<file path="config.mk">
export PLATFORM = sky130hd
export DESIGN_NAME = mealy_moore
export DESIGN_NICKNAME = d
export VERILOG_FILES = /design/src/rtl/mealy_moore.sv
export SDC_FILE = /design/constraint.sdc
export NUM_CORES = 1
export LEC_CHECK = 0
export ABC_CLOCK_PERIOD_IN_PS = 1000
export BUFFER_PORTS_ARGS = -buffer_cell sky130_fd_sc_hd__buf_2
export CAP_MARGIN = 15
export CELL_PAD_IN_SITES_DETAIL_PLACEMENT = 0
export CELL_PAD_IN_SITES_GLOBAL_PLACEMENT = 1
export CORE_AREA = 2 2 39 41
export DETAILED_ROUTE_END_ITERATION = 12
export DIE_AREA = 0 0 41 43
export PLACE_DENSITY = 0.53
export SYNTH_ARGS = -nofsm -noshare
export SYNTH_HDL_FRONTEND = slang
export SYNTH_SLANG_ARGS = --single-unit
</file>
<file path="constraint.sdc">
create_clock -name clk -period 1 [get_ports clk]
set_input_delay 0.15 -clock clk [delete_from_list [all_inputs] [get_ports clk]]
set_output_delay 0.15 -clock clk [all_outputs]
set_load 0.01 [all_outputs]
</file>
<file path="src/rtl/mealy_moore.sv">
// mealy_moore: serial 1010 pattern detector built twice, once as a Mealy
// machine and once as a Moore machine, so the timing of the two flags can be
// compared on the same input stream. Overlapping matches are detected.
//
// Ports:
//   clk          system clock, state updates on the rising edge
//   rst          asynchronous active-low reset, forces both FSMs to idle
//   din          serial data, one bit per clock
//   mealy_flag   high while state is "101" and din is 0 (combinational)
//   moore_flag   high for the one cycle spent in the "1010" state
//   mealy_state  debug view of the Mealy state register (A0..A3 = 0..3)
//   moore_state  debug view of the Moore state register (M0..M4 = 0..4)
//
// A din value that is neither 0 nor 1 (X/Z in simulation) counts as a
// no-match: it never raises a flag and sends both machines back to idle.
module mealy_moore (
  input  logic       clk,
  input  logic       rst,
  input  logic       din,
  output logic       mealy_flag,
  output logic       moore_flag,
  output logic [1:0] mealy_state,
  output logic [2:0] moore_state
);

  typedef enum logic [2:0] {
    M0 = 3'd0,  // idle
    M1 = 3'd1,  // "1"
    M2 = 3'd2,  // "10"
    M3 = 3'd3,  // "101"
    M4 = 3'd4   // "1010", detect
  } moore_t;

  typedef enum logic [1:0] {
    A0 = 2'd0,  // idle
    A1 = 2'd1,  // "1"
    A2 = 2'd2,  // "10"
    A3 = 2'd3   // "101"
  } mealy_t;

  moore_t moore_q, moore_d;
  mealy_t mealy_q, mealy_d;
  logic   is_one, is_zero;

  // Decode din with a case so an unknown value matches neither arm.
  always_comb begin
    is_one  = 1'b0;
    is_zero = 1'b0;
    case (din)
      1'b1:    is_one  = 1'b1;
      1'b0:    is_zero = 1'b1;
      default: ;
    endcase
  end

  always_ff @(posedge clk or negedge rst) begin
    if (!rst) begin
      moore_q <= M0;
      mealy_q <= A0;
    end else begin
      moore_q <= moore_d;
      mealy_q <= mealy_d;
    end
  end

  // Moore next state. Anything not listed (including the three unused
  // encodings) falls back to M0.
  always_comb begin
    moore_d = M0;
    case (moore_q)
      M0: if (is_one) moore_d = M1;
      M1: begin
        if (is_one)       moore_d = M1;
        else if (is_zero) moore_d = M2;
      end
      M2: if (is_one) moore_d = M3;
      M3: begin
        if (is_one)       moore_d = M1;
        else if (is_zero) moore_d = M4;
      end
      // From the detect state a 1 reuses the trailing "10" as a prefix.
      M4: if (is_one) moore_d = M3;
      default: moore_d = M0;
    endcase
  end

  // Mealy next state; a 0 in A3 completes a match and keeps "10" as prefix.
  always_comb begin
    mealy_d = A0;
    case (mealy_q)
      A0: if (is_one) mealy_d = A1;
      A1: begin
        if (is_one)       mealy_d = A1;
        else if (is_zero) mealy_d = A2;
      end
      A2: if (is_one) mealy_d = A3;
      A3: begin
        if (is_one)       mealy_d = A1;
        else if (is_zero) mealy_d = A2;
      end
      default: mealy_d = A0;
    endcase
  end

  assign moore_flag  = (moore_q == M4);
  assign mealy_flag  = (mealy_q == A3) && is_zero;
  assign moore_state = moore_q;
  assign mealy_state = mealy_q;

endmodule

</file>
# After elaboration in Yosys (flattened, before gate mapping)
# Index checks and enable logic that the tools add are counted.
# op_classes
eq_ne,7
mux,14
reduce_logical,5
# ops
op,count
2-bit 2-to-1 mux,6
3-bit one-hot mux with 4 select lines,1
3-bit by 2-bit equality test with 1-bit output (second input constant),2
3-bit 2-to-1 mux,2
2-bit one-hot mux with 3 select lines,1
2-bit equality test (second input constant),2
1-bit 2-to-1 mux,4
2-bit OR reduction,2
3-bit by 1-bit equality test with 1-bit output (second input constant),1
3-bit equality test (second input constant),1
3-bit zero test,1
2-bit by 1-bit equality test with 1-bit output (second input constant),1
2-bit zero test,1
1-bit logical AND,1
# word_totals
reg_bits,5
wordCells,28

# Longest topological paths before layout
# depth
word_depth,3
depth_mapped,3

# Worst setup path after synthesis
# No wires, ideal clock.
# synth_path
kind,reg-to-reg
start,"reg moore_q[2], in the netlist moore_state[2]"
end,"reg moore_q[1], in the netlist moore_state[1]"
setup_time_ns,0.124
arrival_time_ns,0.919
t_required_ns,0.876
path_slack_ns,-0.043
stages_incl_launch_ff,3
synth_period_minus_slack_ns,1.043
path_cell_list,dfrtp_1 nor3b_2 a211o_1
# synth_between
elab_chain_cells,3
# synth_rtl
item,line,rtl
from (decl),41,"moore_t moore_q, moore_d;"
from (signal assigned),61,moore_q <= moore_d;
3-bit equality test,n/a,
net moore_flag,21,"output logic moore_flag,"
2-bit OR reduction (no source line),n/a,
3-bit one-hot mux with 4 select lines,70,case (moore_q)
net moore_d[1],41,
# The timed path passes the listed nets, and every way through them passes these cells.

# Worst setup path in the final report
# layout_path
start,"reg moore_q[1], in the netlist moore_state[1]"
end,out moore_flag
# layout_between
elab_chain_cells,1
# layout_rtl
item,line,rtl
3-bit equality test,105,assign moore_flag = (moore_q == M4);
to (decl),21,
# No other way between the ends.

==> results.tsv <==
metric	value	unit
Data required, critical path	0.85	ns
Clock Power Share	41.6	%
Hold Path Sink	mealy_state[0]	
Hold Path Origin	din	
Placer Congestion	0.541	
Synth warnings	0	
switching power	0.000139	W
Die Y	43	um
Setup crit start	moore_state[1]	
# IOs	10	
clock root cell	clkbuf_4	
worst path cell trace	nor3b_4 -> buf_2	
Arr. time, crit path	1.00	ns
Final Hold Vio Count	0	
most common cell after layout, fill and taps aside	buf_2	
reg2reg start	moore_state[0]	
vias in the first global route	224	
largest net degree at the start of global routing	10	
Mapped Area	224	sq um
CP Max Fanout	2	
commonest non-fill, non-tap cells in the layout	buf_2, buf_6, buf_4	
final setup skew	0.00108	ns
global route overflow	0	
Worst Reg-to-Reg Cells	3	
GRT Max-Usage Layer	met2	
Final Core Density	28.7	%
FF-to-FF End	moore_state[1]	
Cells after Synth	19	
H-Tree Depth	1	
routing usage on met3	4.71	%
HP Class	primary input to flop	
top-area cell type share of the netlist area	55.9	%
Layout area overhead	77.1	%
R2R setup slack	-0.10	ns
P_int	0.000425	W
layout cells sized above 1	67.6	%
sequential share of power	41.1	%
global-route wire length before repair	876	um
maximum vdd ir drop	393	uV
Synth cell types	14	
M2 GR Usage	11.6	%
kind of critical path	flop to primary output	
Clock transition at path regs	0.04	ns
DR vias/cell	4.06	
cts bufs inserted	3	
max_cap viols	0	
power per cell area	1420	nW/um^2
syn nets	22	
relative slew slack	82.3	%
Tcrit/Tclk final	115	%
Die Wd	41	um
Clock Path Buffers	2	
# diodes	0	
Detail Placement HPWL	307	um
antenna-violating nets left	0	
nature of the critical path startpoint	flop	
status	complete, but fails checks	
Std-Cell Rows	14	
fillers	151	
PortBufs	9	
hold path depth	1	
Synth Area per Inst	11.8	sq um
Die Area	1760	sq um
CTS sink cnt	5	
Core Area	1380	sq um
post-synthesis register bit count	5	
Final nets	41	
failing checks	setup timing	
switching share of power	24.7	%
clk_lat worst skew	0.24	ns
Max Slew Vio Count	0	
Pleak	0.189	nW
CTS tree	yes	
Starting Density	16.2	%
final worst setup slack	-0.148	ns
RSZ-0062 raised after global routing	yes	
CP max-delay cell	dfrtp_2	
crit-path max cell delay	0.41	ns
post-synth top area cell	dfrtp_1	
DR DRC count	0	
initial antenna violation count	0	
Final Setup Violations	7	
Worst Setup End Kind	primary output	
Routed WL per cell	10.0	um
fmax	871	MHz
synth top area cells	dfrtp_1, nor4b_2, nor3b_2	
vias after detailed routing	215	
global-route usage over all layers	7.99	%
met1 usage in global routing	7.89	%
Hold Slack	0.124	ns
Pre-antenna DRT Iters	1	
initial DRC count	0	
Tmin final	1.15	ns
Gate power share	17.3	%
Slew @ Worst Pin	0.262	ns
post-synthesis sequential area ratio	55.9	%
WL final	532	um
==> per-layer routing <==
layer  up-vias  share of wire (%)
met4         0                  0
li1        103                  -
met3         0                8.5
met2        10                 48
met5         -                  0
met1       102                 43
==> through the flow <==
stage,instances,setup slack (ns),total power (W),setup TNS [ns],cell area [sq um]
2_1_floorplan,19,0.0165,0.000273,0,233
3_3_place_gp,42,0.0309,0.000297,0,289
3_5_place_dp,42,0.0142,0.000298,0,289
4_1_cts,51,-0.163,0.000567,-0.584,368
5_1_grt,53,-0.211,0.000606,-0.903,397
6_report,53,-0.148,0.000564,-0.557,397
==> cell type report <==
class / instances / area, sq um / share of cell area [%]
clock buffer: 4 / 26.3 / 6.62
inverter: 1 / 3.75 / 0.946
multi-input combinational: 11 / 97.6 / 24.6
tap: 16 / 20.0 / 5.05
sequential: 5 / 129 / 32.5
timing repair buffer: 16 / 120 / 30.3
==> cells in the mapped netlist <==
cell type,number
inv_1,1
nand3b_1,1
nand2_1,1
nor4bb_1,1
a211o_1,1
buf_2,1
clkbuf_1,1
nor4b_2,1
dfrtp_1,5
nor3_1,1
o21ai_0,2
nor3b_2,1
nor3b_1,1
and2_1,1
==> worst max path at each step <==
stage / end / slack [ns]
after floorplan: moore_state[1] / 0.02
after global routing: moore_flag / -0.21
final: moore_flag / -0.15
after CTS: moore_flag / -0.16
after detailed placement: moore_state[1] / 0.01
after global placement: moore_state[1] / 0.03
==> power groups by stage <==
stage	registers [W]	clock network, W	logic, W
6_report	0.000232	0.000235	0.0000975
5_1_grt	0.000233	0.000264	0.000109
4_1_cts	0.000232	0.000248	0.0000876
3_5_place_dp	0.000240	0	0.0000587
3_3_place_gp	0.000238	0	0.0000587
2_1_floorplan	0.000245	0	0.0000284
==> logic make-up after synthesis <==
family	after synthesis	synth area share, %
and+or+nand+nor	8	30.2
buffers and inverters	3	5.58
DFF	5	55.9
AOI/OAI and AO/OA	3	8.38
==> flip-flops by register name, summed over array words and instances, names as in the netlist <==
signal	count
moore_state	3
mealy_state	2
==> critical path: cells and delay by family, from the launching register on <==
family / cells / cell delay [ns]
AND/OR/NAND/NOR: 1 / 0.19
flip-flops: 1 / 0.41
buffers and inverters: 1 / 0.15
==> repair_timing <==
action | 4_1_cts | 5_1_grt
gates cloned | 0 | 0
pin swaps | 1 | 1
gates resized for setup | 4 | 3
hold buffers | 1 | 0
buffers inserted | 4 | 2
endpoints found under the hold margin | 5 | 0
setup endpoints to repair | 3 | 7
(Power assumes the default switching activity.)
